==> config.mk <==
export PLATFORM = sky130hd
export DESIGN_NAME = uart_word_loader_flat
export DESIGN_NICKNAME = d
export VERILOG_FILES = /design/src/rtl/uart_word_loader_if.sv /design/src/rtl/uart_word_loader.sv /design/src/flat_wrapper.sv
export SDC_FILE = /design/constraint.sdc
export NUM_CORES = 1
export LEC_CHECK = 0
export ABC_AREA = 1
export BUFFER_PORTS_ARGS = -buffer_cell sky130_fd_sc_hd__buf_2
export CORE_UTILIZATION = 65
export DETAILED_ROUTE_END_ITERATION = 6
export MAX_ROUTING_LAYER = met4
export PLACE_DENSITY = 0.85
export SLEW_MARGIN = 20
export SYNTH_ARGS = -nofsm -noshare
export SYNTH_HDL_FRONTEND = slang
export SYNTH_SLANG_ARGS = --single-unit
==> constraint.sdc <==
create_clock -name clk -period 3.4 [get_ports clk]
set_clock_uncertainty 0.1 [all_clocks]
set_input_delay 0.85 -clock clk [delete_from_list [all_inputs] [get_ports clk]]
set_output_delay 0.85 -clock clk [all_outputs]
set_load 0.02 [all_outputs]
==> src/rtl/uart_word_loader_if.sv <==
// Word-write bus from the UART image loader into the RAM programming port.
// The loader drives it through the master modport; the RAM side listens on slave.
interface uart_word_loader_if #(
    parameter int ADDR_W = 14
) ();
    logic              upg_wen_o;
    logic [ADDR_W-1:0] upg_adr_o;
    logic [31:0]       upg_dat_o;
    logic              upg_done_o;

    modport master (
        output upg_wen_o,
        output upg_adr_o,
        output upg_dat_o,
        output upg_done_o
    );

    modport slave (
        input  upg_wen_o,
        input  upg_adr_o,
        input  upg_dat_o,
        input  upg_done_o
    );
endinterface

==> src/rtl/uart_word_loader.sv <==
// 8N1 UART receiver plus length-prefixed image parser that emits little-endian 32-bit word writes.
// Define UART_LOADER_CHECKSUM_EN to require a trailing XOR checksum byte before completion.
module uart_word_loader #(
    parameter int CLKS_PER_BIT = 87,
    parameter int ADDR_W       = 14
) (
    input  logic               clk,
    input  logic               rst_n,
    input  logic               start_i,
    input  logic               rx_i,
    uart_word_loader_if.master upg,
    output logic               busy_o,
    output logic               frame_err_o
);
    localparam int               CNT_W     = $clog2(CLKS_PER_BIT + 1);
    localparam logic [CNT_W-1:0] HALF_LAST = CNT_W'(CLKS_PER_BIT / 2 - 1);
    localparam logic [CNT_W-1:0] FULL_LAST = CNT_W'(CLKS_PER_BIT - 1);

    typedef enum logic [1:0] {
        RX_IDLE,
        RX_START,
        RX_DATA,
        RX_STOP
    } rx_state_t;

    typedef enum logic [2:0] {
        LD_IDLE,
        LD_LEN_LO,
        LD_LEN_HI,
        LD_DATA,
`ifdef UART_LOADER_CHECKSUM_EN
        LD_CHK,
`endif
        LD_DONE
    } ld_state_t;

`ifdef UART_LOADER_CHECKSUM_EN
    localparam ld_state_t LD_AFTER_IMAGE = LD_CHK;
`else
    localparam ld_state_t LD_AFTER_IMAGE = LD_DONE;
`endif

    logic             rx_meta;
    logic             rx_sync;
    logic             rx_prev;
    logic             rx_fall;

    rx_state_t        rx_state;
    rx_state_t        rx_state_nxt;
    logic [CNT_W-1:0] rx_cnt;
    logic [CNT_W-1:0] rx_cnt_nxt;
    logic [2:0]       rx_bit;
    logic [2:0]       rx_bit_nxt;
    logic [7:0]       rx_shift;
    logic [7:0]       rx_shift_nxt;
    logic             byte_valid;
    logic             byte_valid_nxt;
    logic             stop_err;
    logic             stop_err_nxt;

    ld_state_t         ld_state;
    ld_state_t         ld_state_nxt;
    logic [15:0]       len_q;
    logic [15:0]       len_nxt;
    logic [15:0]       word_cnt;
    logic [15:0]       word_cnt_nxt;
    logic [1:0]        byte_idx;
    logic [1:0]        byte_idx_nxt;
    logic [23:0]       word_buf;
    logic [23:0]       word_buf_nxt;
    logic [ADDR_W-1:0] next_adr;
    logic [ADDR_W-1:0] next_adr_nxt;
    logic              wen_q;
    logic              wen_nxt;
    logic [ADDR_W-1:0] adr_q;
    logic [ADDR_W-1:0] adr_nxt;
    logic [31:0]       dat_q;
    logic [31:0]       dat_nxt;
    logic              done_q;
    logic              done_nxt;
    logic              busy_q;
    logic              busy_nxt;
    logic              err_q;
    logic              err_nxt;

    // rx_i is asynchronous; rx_prev gives the synchronized falling edge for start detection.
    always_ff @(posedge clk or negedge rst_n) begin
        if (!rst_n) begin
            rx_meta <= 1'b1;
            rx_sync <= 1'b1;
            rx_prev <= 1'b1;
        end else begin
            rx_meta <= rx_i;
            rx_sync <= rx_meta;
            rx_prev <= rx_sync;
        end
    end

    assign rx_fall = rx_prev & ~rx_sync;

    always_ff @(posedge clk or negedge rst_n) begin
        if (!rst_n) begin
            rx_state   <= RX_IDLE;
            rx_cnt     <= '0;
            rx_bit     <= '0;
            rx_shift   <= '0;
            byte_valid <= 1'b0;
            stop_err   <= 1'b0;
        end else begin
            rx_state   <= rx_state_nxt;
            rx_cnt     <= rx_cnt_nxt;
            rx_bit     <= rx_bit_nxt;
            rx_shift   <= rx_shift_nxt;
            byte_valid <= byte_valid_nxt;
            stop_err   <= stop_err_nxt;
        end
    end

    always_comb begin
        rx_state_nxt   = rx_state;
        rx_cnt_nxt     = rx_cnt + 1'b1;
        rx_bit_nxt     = rx_bit;
        rx_shift_nxt   = rx_shift;
        byte_valid_nxt = 1'b0;
        stop_err_nxt   = 1'b0;
        unique case (rx_state)
            RX_IDLE: begin
                rx_cnt_nxt = '0;
                if (rx_fall) begin
                    rx_state_nxt = RX_START;
                end
            end
            RX_START: begin
                // A start bit that is high again at mid-bit was a glitch.
                if (rx_cnt == HALF_LAST) begin
                    rx_cnt_nxt   = '0;
                    rx_bit_nxt   = '0;
                    rx_state_nxt = rx_sync ? RX_IDLE : RX_DATA;
                end
            end
            RX_DATA: begin
                if (rx_cnt == FULL_LAST) begin
                    rx_cnt_nxt   = '0;
                    rx_shift_nxt = {rx_sync, rx_shift[7:1]};
                    rx_bit_nxt   = rx_bit + 3'd1;
                    if (rx_bit == 3'd7) begin
                        rx_state_nxt = RX_STOP;
                    end
                end
            end
            RX_STOP: begin
                if (rx_cnt == FULL_LAST) begin
                    rx_cnt_nxt     = '0;
                    rx_state_nxt   = RX_IDLE;
                    byte_valid_nxt = rx_sync;
                    stop_err_nxt   = ~rx_sync;
                end
            end
            default: begin
                rx_state_nxt = RX_IDLE;
            end
        endcase
    end

    always_ff @(posedge clk or negedge rst_n) begin
        if (!rst_n) begin
            ld_state <= LD_IDLE;
            len_q    <= '0;
            word_cnt <= '0;
            byte_idx <= '0;
            word_buf <= '0;
            next_adr <= '0;
            wen_q    <= 1'b0;
            adr_q    <= '0;
            dat_q    <= '0;
            done_q   <= 1'b0;
            busy_q   <= 1'b0;
            err_q    <= 1'b0;
        end else begin
            ld_state <= ld_state_nxt;
            len_q    <= len_nxt;
            word_cnt <= word_cnt_nxt;
            byte_idx <= byte_idx_nxt;
            word_buf <= word_buf_nxt;
            next_adr <= next_adr_nxt;
            wen_q    <= wen_nxt;
            adr_q    <= adr_nxt;
            dat_q    <= dat_nxt;
            done_q   <= done_nxt;
            busy_q   <= busy_nxt;
            err_q    <= err_nxt;
        end
    end

`ifdef UART_LOADER_CHECKSUM_EN
    logic [7:0] chk_q;

    always_ff @(posedge clk or negedge rst_n) begin
        if (!rst_n) begin
            chk_q <= '0;
        end else if (start_i) begin
            chk_q <= '0;
        end else if (byte_valid && (ld_state == LD_LEN_LO || ld_state == LD_LEN_HI ||
                                    ld_state == LD_DATA)) begin
            chk_q <= chk_q ^ rx_shift;
        end
    end
`endif

    // start_i outranks everything, so a byte landing in the same cycle is dropped.
    always_comb begin
        ld_state_nxt = ld_state;
        len_nxt      = len_q;
        word_cnt_nxt = word_cnt;
        byte_idx_nxt = byte_idx;
        word_buf_nxt = word_buf;
        next_adr_nxt = next_adr;
        wen_nxt      = 1'b0;
        adr_nxt      = adr_q;
        dat_nxt      = dat_q;
        done_nxt     = done_q;
        busy_nxt     = busy_q;
        err_nxt      = err_q | stop_err;
        if (start_i) begin
            ld_state_nxt = LD_LEN_LO;
            len_nxt      = '0;
            word_cnt_nxt = '0;
            byte_idx_nxt = '0;
            next_adr_nxt = '0;
            done_nxt     = 1'b0;
            busy_nxt     = 1'b1;
            err_nxt      = 1'b0;
        end else begin
            unique case (ld_state)
                LD_IDLE: begin
                end
                LD_LEN_LO: begin
                    if (byte_valid) begin
                        len_nxt[7:0] = rx_shift;
                        ld_state_nxt = LD_LEN_HI;
                    end
                end
                LD_LEN_HI: begin
                    if (byte_valid) begin
                        len_nxt[15:8] = rx_shift;
                        ld_state_nxt  = ({rx_shift, len_q[7:0]} == 16'd0) ? LD_AFTER_IMAGE
                                                                           : LD_DATA;
                    end
                end
                LD_DATA: begin
                    if (byte_valid) begin
                        byte_idx_nxt = byte_idx + 2'd1;
                        unique case (byte_idx)
                            2'd0: word_buf_nxt[7:0]   = rx_shift;
                            2'd1: word_buf_nxt[15:8]  = rx_shift;
                            2'd2: word_buf_nxt[23:16] = rx_shift;
                            default: begin
                                wen_nxt      = 1'b1;
                                dat_nxt      = {rx_shift, word_buf};
                                adr_nxt      = next_adr;
                                next_adr_nxt = next_adr + 1'b1;
                                word_cnt_nxt = word_cnt + 16'd1;
                                if (word_cnt == len_q - 16'd1) begin
                                    ld_state_nxt = LD_AFTER_IMAGE;
                                end
                            end
                        endcase
                    end
                end
`ifdef UART_LOADER_CHECKSUM_EN
                LD_CHK: begin
                    if (byte_valid) begin
                        ld_state_nxt = LD_DONE;
                        if (rx_shift != chk_q) begin
                            err_nxt = 1'b1;
                        end
                    end
                end
`endif
                // Registered here so done rises one cycle after the final strobe.
                LD_DONE: begin
                    done_nxt = 1'b1;
                    busy_nxt = 1'b0;
                end
                default: begin
                    ld_state_nxt = LD_IDLE;
                end
            endcase
        end
    end

    assign upg.upg_wen_o  = wen_q;
    assign upg.upg_adr_o  = adr_q;
    assign upg.upg_dat_o  = dat_q;
    assign upg.upg_done_o = done_q;
    assign busy_o         = busy_q;
    assign frame_err_o    = err_q;
endmodule
==> src/flat_wrapper.sv <==
// flat-port wrapper written by rule: the top's interface ports become plain ports
module uart_word_loader_flat 
#(
    parameter int CLKS_PER_BIT = 87,
    parameter int ADDR_W       = 14
)
  (clk, rst_n, start_i, rx_i, busy_o, frame_err_o, upg_upg_wen_o, upg_upg_adr_o, upg_upg_dat_o, upg_upg_done_o);
  uart_word_loader_if #(.ADDR_W(ADDR_W)) upg_i ();
  input  logic clk;
  input  logic rst_n;
  input  logic start_i;
  input  logic rx_i;
  output logic busy_o;
  output logic frame_err_o;
  output wire logic [$bits(upg_i.upg_wen_o)-1:0] upg_upg_wen_o;
  output wire logic [$bits(upg_i.upg_adr_o)-1:0] upg_upg_adr_o;
  output wire logic [$bits(upg_i.upg_dat_o)-1:0] upg_upg_dat_o;
  output wire logic [$bits(upg_i.upg_done_o)-1:0] upg_upg_done_o;
  assign upg_upg_wen_o = upg_i.upg_wen_o;
  assign upg_upg_adr_o = upg_i.upg_adr_o;
  assign upg_upg_dat_o = upg_i.upg_dat_o;
  assign upg_upg_done_o = upg_i.upg_done_o;
  uart_word_loader #(.CLKS_PER_BIT(CLKS_PER_BIT), .ADDR_W(ADDR_W)) u_core (.clk(clk), .rst_n(rst_n), .start_i(start_i), .rx_i(rx_i), .upg(upg_i), .busy_o(busy_o), .frame_err_o(frame_err_o));
endmodule
==> key figures <==
Final layout
  – Synthesis-to-finish area growth: 14.9%
  – Fin nets: 905
  – Ratio of cells with drive above 1 in the final layout: between 10% and 20%
  – Antenna cells: 0

Setup path
  – Data required time of the worst path: 3.77 ns
  – Crit path largest cell delay: 0.37 ns
  – CP endpoint kind: register
  – Setup crit start: start_i
  – Cells along the critical path: buf_2, inv_2, nand2_4, nand3_2, nor2_2, nand4_1, o21ai_1, nand2_1, nor2_1
  – Startpoint class of the critical path: input port
  – Type of the worst setup path: in -> reg
  – FF-to-FF path depth: 12
  – Crit path buffers/inverters: 2
  – Capture instance of the worst register-to-register path: u_core.ld_state[0]
  – Critical path's top delay family: simple AND/OR/NAND/NOR gates
  – Largest fanout of any net on the critical path: 28
  – Highest-delay cell along the critical path: sky130_fd_sc_hd__buf_2
  – Register-to-register setup slack: 1.10 ns
  – Startpoint of the lowest-slack register-to-register path: u_core.len_q[0]
  – Arrival time at the worst endpoint: roughly 2.7 ns

Job
  – # Max-Cap Violations: 0

CTS
  – Maximum level of the CTS H-tree: 4
  – Clock transition at the registers of the reported paths: approximately 0.06 ns
  – Number of post-CTS setup repair buffers: 0
  – Number of clock buffers inserted by TritonCTS: 17
  – Num Clock Sinks: 150
  – CTS-repair resized insts: 0
  – Buffer depth of the longest clock path: 2
  – Clock insertion delay at the later pin of the skew report: between 0.5 and 0.6 ns
  – Post-CTS Hold Fix Bufs: 0
  – Clock tree from TritonCTS: built
  – Clock root buffer: sky130_fd_sc_hd__clkbuf_8

Global route
  – Gr busiest metal: met2
  – Pin count of the biggest net entering global routing: 64
  – First-pass GRT wire length: 27500 um
  – GRT Residual Overflow: 0
  – Initial antenna violation count: 0
  – Via count of the first global-routing pass: between 5000 and 6000
  – Met3 Resource Use GR: ~6.0%
  – Global-route track usage on met2: 52.4%
  – Met1 capacity usage during global routing: 42.2%
  – Overall Global Routing Usage: about a third

Timing
  – Final max-slew violation count: 0
  – Max_slew headroom: a little under a third
  – Setup repair after global routing missed its margin: false
  – Number of hold-slack violations in the final timing report: 0
  – Maximum clock frequency: roughly 430 MHz
  – Transition time at the pin with the least slew margin: just over 1 ns
  – Post-layout minimum cycle time: roughly 2.3 ns
  – Fin crit share: 68.7%
  – Min Hold Slack: about 0.18 ns
  – Total negative setup slack: 0 ns
  – Setup violators final: 0

Power
  – Peak supply drop: 0.345 mV
  – Switching power: about 1000 uW
  – Relative contribution of the clock network to total power: approximately half
  – Net switching fraction of the power: 24.3%
  – Standby leakage power: roughly 0.0042 uW
  – Power density over the cells: between 500 and 600 nW/um^2
  – Combinational share of power: 6.7%
  – Sequential share of power: around 45%
  – Internal power: 3120 uW

Synthesis
  – Most used standard cells in the synthesized netlist: sky130_fd_sc_hd__nand2_1 (270), sky130_fd_sc_hd__dfrtp_1 (147), sky130_fd_sc_hd__o21ai_0 (77), sky130_fd_sc_hd__inv_1 (75), sky130_fd_sc_hd__nor2_1 (68)
  – Area leader, netlist: sky130_fd_sc_hd__dfrtp_1
  – Number of flops mapped to enable cells by yosys: 0
  – Most area-consuming cells after synthesis: sky130_fd_sc_hd__dfrtp_1 (53%), sky130_fd_sc_hd__nand2_1 (15%), sky130_fd_sc_hd__o21ai_0 (5.5%)
  – Post-synthesis sequential area ratio: between 50% and 60%
  – Instance count of the mapped netlist: 826
  – Post-synthesis instance area: roughly 7000 sq um
  – Most used flip-flop cell after synthesis: sky130_fd_sc_hd__dfrtp_1
  – Post-Syn Nets: roughly 850
  – Library cell with the highest instance count after synthesis: sky130_fd_sc_hd__nand2_1
  – Synthesis warning total: 0
  – Share of flip-flops with an asynchronous set or reset after synthesis: 100%
  – Yosys top cell area share: between 50 and 60%
  – Avg Synthesized Cell Area: about 8.4 sq um
  – Number of synthesized register bits: 150
  – Count of different cell masters after synthesis: 40

Die
  – Floorplan die area: 11200 sq um
  – Count of pins on the block boundary: 54
  – Core area: between 10000 and 15000 sq um
  – Horizontal die dimension: approximately 110 um
  – Vert. Die Dim: about 110 um
  – Row cnt: 37
  – Effective utilization at floorplan: between 60 and 70%

Place
  – Half-perimeter wire length of the detailed placement result: around 11000 um
  – Quantity of I/O buffers inserted on ports: 53
  – Placer congestion estimate: 0.927

Detailed routing
  – Number of search-and-repair iterations in the first detailed-routing pass: 6
  – Detailed-route wire length: approximately 16000 um
  – WL/cell: roughly 16 um
  – First DRT Iteration DRCs: 472
  – Total number of vias: 5854
  – Detailed-route vias per instance: 5.66
  – Final antenna-violating net count: 0
  – Number of remaining DRC errors: 0

Min path
  – Hold WC Path Type: in -> async

Status
  – Result of the run: finished clean
logic make-up after synthesis:
logic type      synth area share [%]
simple gates                    25.8
flops                           53.8
compound gates                  8.73
buf+inv                         5.47
xor+xnor                        2.13
fa+ha+maj                       2.87
mux                             1.13
metal layers:
metal,wire length [um],vias to the layer above
met5,0,-
met4,401,0
met3,1150,41
met2,8020,258
met1,6790,2792
li1,-,2763
area by class of cell:
type                            count  area [sq um]
Clock buffer                       19           432
Timing Repair Buffer               60           324
Sequential cell                   150          3760
Clock inverter                     13           195
Multi-Input combinational cell    576          2840
Inverter                           80           300
Tap cell                          136           170
Fill cell                         684          2350
worst max-delay path by stage:
stage                     slack [ns]  cells after the start                        to
after floorplan                 1.38                      8  u_core.upg.upg_adr_o[10]
after global placement          0.73                     10       u_core.word_cnt[13]
after detailed placement        0.63                     10       u_core.word_cnt[13]
after CTS                       1.15                      9       u_core.next_adr[10]
after global routing            0.93                     14        u_core.ld_state[2]
final                           1.06                      9       u_core.next_adr[10]
sequential cells by signal, summed over array words and instances (netlist names), 2 cells and up, named ones only:
| name | flops |
|---|---|
| u_core.byte_idx | 2 |
| u_core.ld_state | 3 |
| u_core.len_q | 16 |
| u_core.next_adr | 14 |
| u_core.rx_bit | 3 |
| u_core.rx_cnt | 7 |
| u_core.rx_shift | 8 |
| u_core.upg.upg_adr_o | 14 |
| u_core.upg.upg_dat_o | 32 |
| u_core.word_buf | 24 |
| u_core.word_cnt | 16 |
power by group through the flow:
stage | clock network [uW] | registers, uW | logic (uW)
detailed placement | 0 | 1880 | 275
global placement | 0 | 1880 | 253
global route | 2090 | 1860 | 319
CTS | 2000 | 1850 | 277
finish | 2000 | 1850 | 276
floorplan | 0 | 1880 | 181
stage by stage:
stage	setup WS (ns)	std cells	power [uW]	utilization, %	cell area, sq um
3_5_place_dp	0.633	1002	2160	71.3	7390
4_1_cts	1.15	1034	4130	77.3	8020
3_3_place_gp	0.732	1002	2130	71.3	7390
2_1_floorplan	1.38	826	2060	-	6980
5_1_grt	0.930	1034	4260	77.3	8020
6_report	1.06	1034	4120	77.3	8020
layout by cell type, fill, tap and decap left out, types with 4 or more instances in the layout:
cell type	count
sky130_fd_sc_hd__nand3_1	24
sky130_fd_sc_hd__inv_2	5
sky130_fd_sc_hd__nand3b_1	4
sky130_fd_sc_hd__nor2_4	4
sky130_fd_sc_hd__nor2_2	6
sky130_fd_sc_hd__buf_2	52
sky130_fd_sc_hd__o21ai_1	9
sky130_fd_sc_hd__nand3_2	5
sky130_fd_sc_hd__nand2_2	5
sky130_fd_sc_hd__xnor2_1	8
sky130_fd_sc_hd__nand4_1	6
sky130_fd_sc_hd__clkbuf_16	16
sky130_fd_sc_hd__ha_1	16
sky130_fd_sc_hd__inv_1	75
sky130_fd_sc_hd__xor2_1	9
sky130_fd_sc_hd__dfrtp_1	147
sky130_fd_sc_hd__nor3_1	15
sky130_fd_sc_hd__nand2_1	270
sky130_fd_sc_hd__nor2_1	68
sky130_fd_sc_hd__o21ai_0	77
sky130_fd_sc_hd__a21oi_1	21
sky130_fd_sc_hd__buf_4	7
sky130_fd_sc_hd__mux2_2	7
sky130_fd_sc_hd__bufinv_16	4
No activity file was read; power rests on OpenSTA's default activity.
